`src/rtl/prod_accum_if.sv`:
```
`default_nettype none
// ---------------------------------------------------------------------------
// prod_accum_if : product-in / frame-sum-out handshake bundle   (rev 1.0)
// ---------------------------------------------------------------------------
interface prod_accum_if #(
   parameter int ACC_W = 24
);
   logic             clr;
   logic             in_valid;
   logic             in_ready;
   logic [15:0]      product;
   logic             out_valid;
   logic             out_ready;
   logic [ACC_W-1:0] sum;
   logic             overflow;

   modport master (
      output clr, in_valid, product, out_ready,
      input  in_ready, out_valid, sum, overflow
   );

   modport slave (
      input  clr, in_valid, product, out_ready,
      output in_ready, out_valid, sum, overflow
   );
endinterface
`default_nettype wire

```
`src/rtl/prod_accum.sv`:
```
`default_nettype none
// ---------------------------------------------------------------------------
// prod_accum : saturating sum of N_TERMS 16-bit products per frame   (rev 1.0)
// ---------------------------------------------------------------------------
module prod_accum #(
   parameter int N_TERMS = 4,
   parameter int ACC_W   = 24
) (
   input  logic         CLK,
   input  logic         RST,
   prod_accum_if.slave  bus
);
   localparam int                CNT_W    = $clog2(N_TERMS);
   localparam logic [CNT_W-1:0]  LAST_CNT = CNT_W'(N_TERMS - 1);
   localparam logic [0:0]        S_ACCUM  = 1'b0;
   localparam logic [0:0]        S_HOLD   = 1'b1;

   logic [0:0]       state_q, state_d;
   logic [ACC_W-1:0] acc_q, acc_d;
   logic [ACC_W-1:0] sum_q, sum_d;
   logic [CNT_W-1:0] cnt_q, cnt_d;
   logic             ovf_q, ovf_d;
   logic             overflow_q, overflow_d;

   logic [ACC_W:0]   sum_ext;
   logic [ACC_W-1:0] sat_val;
   logic             accept;
   logic             last_term;

   // One spare carry bit; a set carry pins the accumulator at all-ones.
   assign sum_ext   = {1'b0, acc_q} + {{(ACC_W + 1 - 16){1'b0}}, bus.product};
   assign sat_val   = sum_ext[ACC_W] ? {ACC_W{1'b1}} : sum_ext[ACC_W-1:0];
   assign accept    = (state_q == S_ACCUM) && bus.in_valid && !bus.clr;
   assign last_term = (cnt_q == LAST_CNT);

   always_comb begin
      state_d    = state_q;
      acc_d      = acc_q;
      cnt_d      = cnt_q;
      ovf_d      = ovf_q;
      sum_d      = sum_q;
      overflow_d = overflow_q;
      case (state_q)
         S_ACCUM: begin
            if (bus.clr) begin
               acc_d = '0;
               cnt_d = '0;
               ovf_d = 1'b0;
            end else if (accept) begin
               if (last_term) begin
                  state_d    = S_HOLD;
                  sum_d      = sat_val;
                  overflow_d = ovf_q | sum_ext[ACC_W];
                  acc_d      = '0;
                  cnt_d      = '0;
                  ovf_d      = 1'b0;
               end else begin
                  acc_d = sat_val;
                  cnt_d = cnt_q + 1'b1;
                  ovf_d = ovf_q | sum_ext[ACC_W];
               end
            end
         end
         S_HOLD: begin
            // clr discards the held result even if out_ready is also high.
            if (bus.clr || bus.out_ready) begin
               state_d = S_ACCUM;
               acc_d   = '0;
               cnt_d   = '0;
               ovf_d   = 1'b0;
            end
         end
         default: state_d = S_ACCUM;
      endcase
   end

   always_ff @(posedge CLK) begin
      if (RST) begin
         state_q    <= S_ACCUM;
         acc_q      <= '0;
         cnt_q      <= '0;
         ovf_q      <= 1'b0;
         sum_q      <= '0;
         overflow_q <= 1'b0;
      end else begin
         state_q    <= state_d;
         acc_q      <= acc_d;
         cnt_q      <= cnt_d;
         ovf_q      <= ovf_d;
         sum_q      <= sum_d;
         overflow_q <= overflow_d;
      end
   end

   assign bus.in_ready  = (state_q == S_ACCUM);
   assign bus.out_valid = (state_q == S_HOLD);
   assign bus.sum       = sum_q;
   assign bus.overflow  = overflow_q;
endmodule
`default_nettype wire

```
`src/flat_wrapper.sv`:
```
// flat-port wrapper written by rule: the top's interface ports become plain ports
module prod_accum_flat 
#(
   parameter int N_TERMS = 4,
   parameter int ACC_W   = 24
)
  (CLK, RST, bus_clr, bus_in_valid, bus_product, bus_out_ready, bus_in_ready, bus_out_valid, bus_sum, bus_overflow);
  prod_accum_if #(.ACC_W(ACC_W)) bus_i ();
  input  logic CLK;
  input  logic RST;
  input wire logic [$bits(bus_i.clr)-1:0] bus_clr;
  input wire logic [$bits(bus_i.in_valid)-1:0] bus_in_valid;
  input wire logic [$bits(bus_i.product)-1:0] bus_product;
  input wire logic [$bits(bus_i.out_ready)-1:0] bus_out_ready;
  output wire logic [$bits(bus_i.in_ready)-1:0] bus_in_ready;
  output wire logic [$bits(bus_i.out_valid)-1:0] bus_out_valid;
  output wire logic [$bits(bus_i.sum)-1:0] bus_sum;
  output wire logic [$bits(bus_i.overflow)-1:0] bus_overflow;
  assign bus_i.clr = bus_clr;
  assign bus_i.in_valid = bus_in_valid;
  assign bus_i.product = bus_product;
  assign bus_i.out_ready = bus_out_ready;
  assign bus_in_ready = bus_i.in_ready;
  assign bus_out_valid = bus_i.out_valid;
  assign bus_sum = bus_i.sum;
  assign bus_overflow = bus_i.overflow;
  prod_accum #(.N_TERMS(N_TERMS), .ACC_W(ACC_W)) u_core (.CLK(CLK), .RST(RST), .bus(bus_i));
endmodule
```
`config.mk`:
```
export PLATFORM = sky130hd
export DESIGN_NAME = prod_accum_flat
export DESIGN_NICKNAME = d
export VERILOG_FILES = /design/src/rtl/prod_accum_if.sv /design/src/rtl/prod_accum.sv /design/src/flat_wrapper.sv
export SDC_FILE = /design/constraint.sdc
export NUM_CORES = 1
export LEC_CHECK = 0
export CAP_MARGIN = 20
export CORE_UTILIZATION = 59
export CTS_CLUSTER_SIZE = 10
export DETAILED_ROUTE_END_ITERATION = 8
export PLACE_DENSITY = 0.86
export SLEW_MARGIN = 10
export SYNTH_ARGS = -nofsm -noshare
export SYNTH_HDL_FRONTEND = slang
export SYNTH_SLANG_ARGS = --single-unit
```
`constraint.sdc`:
```
create_clock -name CLK -period 6.95 [get_ports CLK]
set_input_delay 1.7375 -clock CLK [delete_from_list [all_inputs] [get_ports CLK]]
set_output_delay 1.7375 -clock CLK [all_outputs]
set_load 0.05 [all_outputs]
```
== Word-level counts from Yosys, hierarchy flattened ==
Index checks and enable logic that the tools add are counted.

* Bitwise logic cells: 3
* Add/subtract/negate cells: 2
* Multiplexer cells: 21
* Reduce and logical (&&, ||, !) cells: 6
* Equal/unequal tests: 3

{| class="wikitable"
|+ Operator list
! kind !! number
|-
| two-way mux 24 bit || 5
|-
| one-hot mux 24 bit (2 select lines) || 1
|-
| adder 24 x 16 -> 25 bit || 1
|-
| two-way mux 1 bit || 8
|-
| two-way mux 2 bit || 4
|-
| one-hot mux 1 bit (2 select lines) || 2
|-
| one-hot mux 2 bit (2 select lines) || 1
|-
| AND reduction 4 bit || 1
|-
| inequality test 3 x 2 -> 1 bit, second input constant || 1
|-
| adder 2 x 1 -> 2 bit, second input constant || 1
|-
| == test 2 bit, second input constant || 1
|-
| logical AND 1 bit || 2
|-
| inequality test 2 bit, second input constant || 1
|-
| NOT 1 bit || 2
|-
| AND reduction 2 bit || 1
|-
| zero test 1 bit || 1
|-
| logical OR 1 bit || 1
|-
| bitwise OR 1 bit || 1
|}

* Register bits after elaboration: 53
* Bits of input ports: 21
* Output and inout port bits: 27
* Word-level logic and storage cells: 41

== Logic depth before layout (Yosys ltp) ==
* Depth in word-level cells: 6
* Mapped depth: 10
* Gate-level depth less buffers: 9

== Worst setup path after synthesis ==
No wires, ideal clock.

* Path type: input-to-reg
* Start: input port bus_product[0]
* End: register u_core.acc_q[8]
* Cell stages on the path: 9
* Required time: 6828 ps
* Arrival time: 3794 ps
* Library setup time: 122 ps
* Setup slack: 3035 ps
* Path buffers: 0
* Path through: ha_1 fa_1 a21o_1 and4_1 or3_1 a21o_1 a21oi_2 xnor2_1 a221o_1

* Cells in the longest elaborated chain, start to end: 6

{| class="wikitable"
|+ Ends and longest elaborated chain
! item !! RTL line !! RTL
|-
| start, declared || flat_wrapper.sv:13 || <nowiki>input wire logic [$bits(bus_i.product)-1:0] bus_product;</nowiki>
|-
| adder 24 x 16 -> 25 bit || prod_accum.sv:31 || <nowiki>assign sum_ext = {1'b0, acc_q} + {{(ACC_W + 1 - 16){1'b0}}, bus.product};</nowiki>
|-
| two-way mux 24 bit || prod_accum.sv:32 || <nowiki>assign sat_val = sum_ext[ACC_W] ? {ACC_W{1'b1}} : sum_ext[ACC_W-1:0];</nowiki>
|-
| two-way mux 24 bit || prod_accum.sv:50 || <nowiki>if (last_term) begin</nowiki>
|-
| two-way mux 24 bit || prod_accum.sv:49 || <nowiki>end else if (accept) begin</nowiki>
|-
| two-way mux 24 bit || prod_accum.sv:45 || <nowiki>if (bus.clr) begin</nowiki>
|-
| one-hot mux 24 bit (2 select lines) || prod_accum.sv:43 || <nowiki>case (state_q)</nowiki>
|-
| end signal, assigned || prod_accum.sv:80 || <nowiki>acc_q <= '0;</nowiki>
|-
| end signal, assigned || prod_accum.sv:87 || <nowiki>acc_q <= acc_d;</nowiki>
|-
| end, declared || prod_accum.sv:19 || <nowiki>logic [ACC_W-1:0] acc_q, acc_d;</nowiki>
|}

Every way passes these cells. The select of a mux whose other input is x is not followed.
A chain may end at the register's enable or synchronous reset.

== Worst setup path after layout ==
* Start: input port bus_product[0]
* End: register u_core.acc_q[5]

The elaborated chain is that of the path after synthesis.

==> metrics.cfg <==
[outcome]
outcome=finished clean

[timing]
fmax_mhz=216
fin_crit_ps=4640
tns_ps=0
worstMarginPinSlew_ps=1090
final-hold-violation-count=0
rsz0062_at_grt=false
drv_slew=0
setup_ws_ps=2310
setup_viol=0
finClkSkew_ps=2.56
slew_headroom_pct=27.0
min_period_over_period_pct=66.7

[placement]
dpl.hpwl_um=5670
dp_slack_ps=2030
io_buffer_count=47
gp_congestion=0.925
post-place-cells=492

[clock_tree]
clockRootBuffer=clkbuf_8
clk-insertion-delay-late_ps=300
postCtsSetupRepairBufs=0
cts_max_level=2
cts_hold_buf=0
cts_tree=built
ctsResizeCount=0
clock_sinks=53
cts_buffers=5
cts.path.max_buffers=2
path_clk_slew_ps=90

[yosys]
synth_top_flop_cell=dfxtp_1
synth-async-reset-ratio_pct=0
synth_top_area_share_pct=33.4
ys_seq_area_share_pct=33.4
synth_warnings=0
synth_nets=432
synth_edf_count=0
synth-seq-cells=53
synth_largest_area_cell=dfxtp_1
synthTopCellsByArea=dfxtp_1 33%, a21oi_1 6.9%, ha_1 6.7%, nor2_1 5.8%, a21o_1 4.5%
syn_area_um2=3170
yosysUniqueCellTypes=60
synth_cells=393
avgSynthCellArea_um2=8.08

[layout]
nets=468
regArea_um2=1060
areaGrowthSynthToFinish_pct=18.2
fin_cells=499
multi_input_area_um2=2000
n_fill_cell=457
fin_util_pct=73.0
drive_gt1_share_pct=5.36
n_antenna_cell=0

[route]
wire_per_inst_um=15.6
dr.pass1.iters=5
drc_errors=0
drt_iter0_drc=279
drt_wl_total_um=7790
detail-route-antenna-nets=0
via_per_inst=6.15
vias=3070

[power]
p_leak_nw=1.53
power_per_cell_area_nw_per_um2=156
fin_total_pwr_mw=0.586
ir_drop_mv=0.0996

[global_routing]
grt_start_max_net_pins=38
grt_pass1_wl_um=12800
grt_usage_pct=29.5
grt_pass1_vias=2751
antenna_found_initial=0
overflow=0

[critical_path]
crit_fanout=15
critPathKind=in -> reg
critical_path_arrival_ps=4840
startpoint_type=primary input
cp.required_ps=7160
critical_path.endpoint_type=register

[floorplanning]
die_y_um=75.4
core-area_um2=5140
dieArea_um2=5680
rows=26
start_util_pct=61.8
io-pin-count=48
die_x_um=75.4

[job]
drv_cap=0

[hold_path]
min_path_type=reg -> reg

## logic make-up after synthesis
logic type,Yosys count,share of synthesized area (%)
compound gates,148,31.4
xor+xnor,16,4.41
fa+ha+maj,18,7.33
buf+inv,27,3.63
flops,53,33.4
mux,1,0.315
simple gates,130,19.5
## stage by stage
step	area [µm²]	hold slack, ps
2_1_floorplan	3170	426
3_3_place_gp	3670	436
3_5_place_dp	3670	448
4_1_cts	3750	465
5_1_grt	3750	480
6_report	3750	460
## where the power goes
| part | switching, mW | internal (mW) |
|---|---|---|
| Sequential | 0.00300 | 0.308 |
| Combinational | 0.0591 | 0.0415 |
| Clock | 0.0949 | 0.0792 |
## worst paths after layout
| kind | to | cells past startpoint | slack [ps] | from |
|---|---|---|---|---|
| min | u_core.acc_q[9] | 2 | 460 | u_core.acc_q[9] |
| max | u_core.acc_q[5] | 10 | 2310 | bus_product[0] |
| max reg2reg | u_core.acc_q[5] | 9 | 3850 | u_core.acc_q[0] |
| min reg2reg | u_core.acc_q[9] | 2 | 460 | u_core.acc_q[9] |
## registers in the layout, summed over array words and instances (netlist names)
name and count:
u_core.bus.sum 24, u_core.bus.overflow 1, u_core.acc_q 24, u_core.cnt_q 2, u_core.ovf_q 1, u_core.bus.out_valid 1
## Yosys cell counts (all sizes together) (3+ instances only)
master / instances
nor2: 49
a211oi: 13
o21bai: 3
nor3: 11
o211ai: 6
o31ai: 4
and2: 4
o21ai: 22
and4: 4
a311oi: 9
o21a: 3
clkbuf: 17
o31a: 3
ha: 17
xnor2: 9
nand3: 9
nand2b: 3
a31oi: 5
a21oi: 45
buf: 4
nand2: 30
nand4: 4
xor2: 7
inv: 6
dfxtp: 53
or3: 5
a21o: 19
## placed cells by master (no fill, tap or decap), types with 5 or more instances in the layout
master / instances
xor2_1: 7
or3_1: 5
nor2_1: 49
ha_1: 17
o211ai_1: 5
clkdlybuf4s50_1: 47
dfxtp_1: 53
nand3_1: 9
nor3_1: 10
a21oi_1: 44
inv_1: 6
nand2_1: 30
a311oi_1: 9
xnor2_1: 9
clkbuf_8: 6
o21ai_0: 20
a211oi_1: 13
a21o_1: 19
## routing by layer
layer | vias to the layer above | routed length, µm | global-route usage, %
li1 | 1526 | - | -
met1 | 1425 | 3620 | 40.6
met2 | 109 | 3580 | 46.8
met3 | 10 | 481 | 4.76
met4 | 0 | 114 | 11.1
met5 | - | 0 | 0
## cell type report
cell class	count	share of cell area [%]
multi-input combinational	313	53.4
sequential	53	28.3
timing repair buffer	50	13.1
tap	70	2.33
clock buffer	7	2.30
inverter	6	0.600
## critical path: stages
cell and delay (ps):
clkdlybuf4s50_1 410, ha_1 230, fa_1 410, a21o_1 200, a21oi_1 330, o31a_1 240, a21boi_2 90, o21ai_1 860
a21oi_1 150, a21o_1 200
Power figures use the tool's default switching activity.
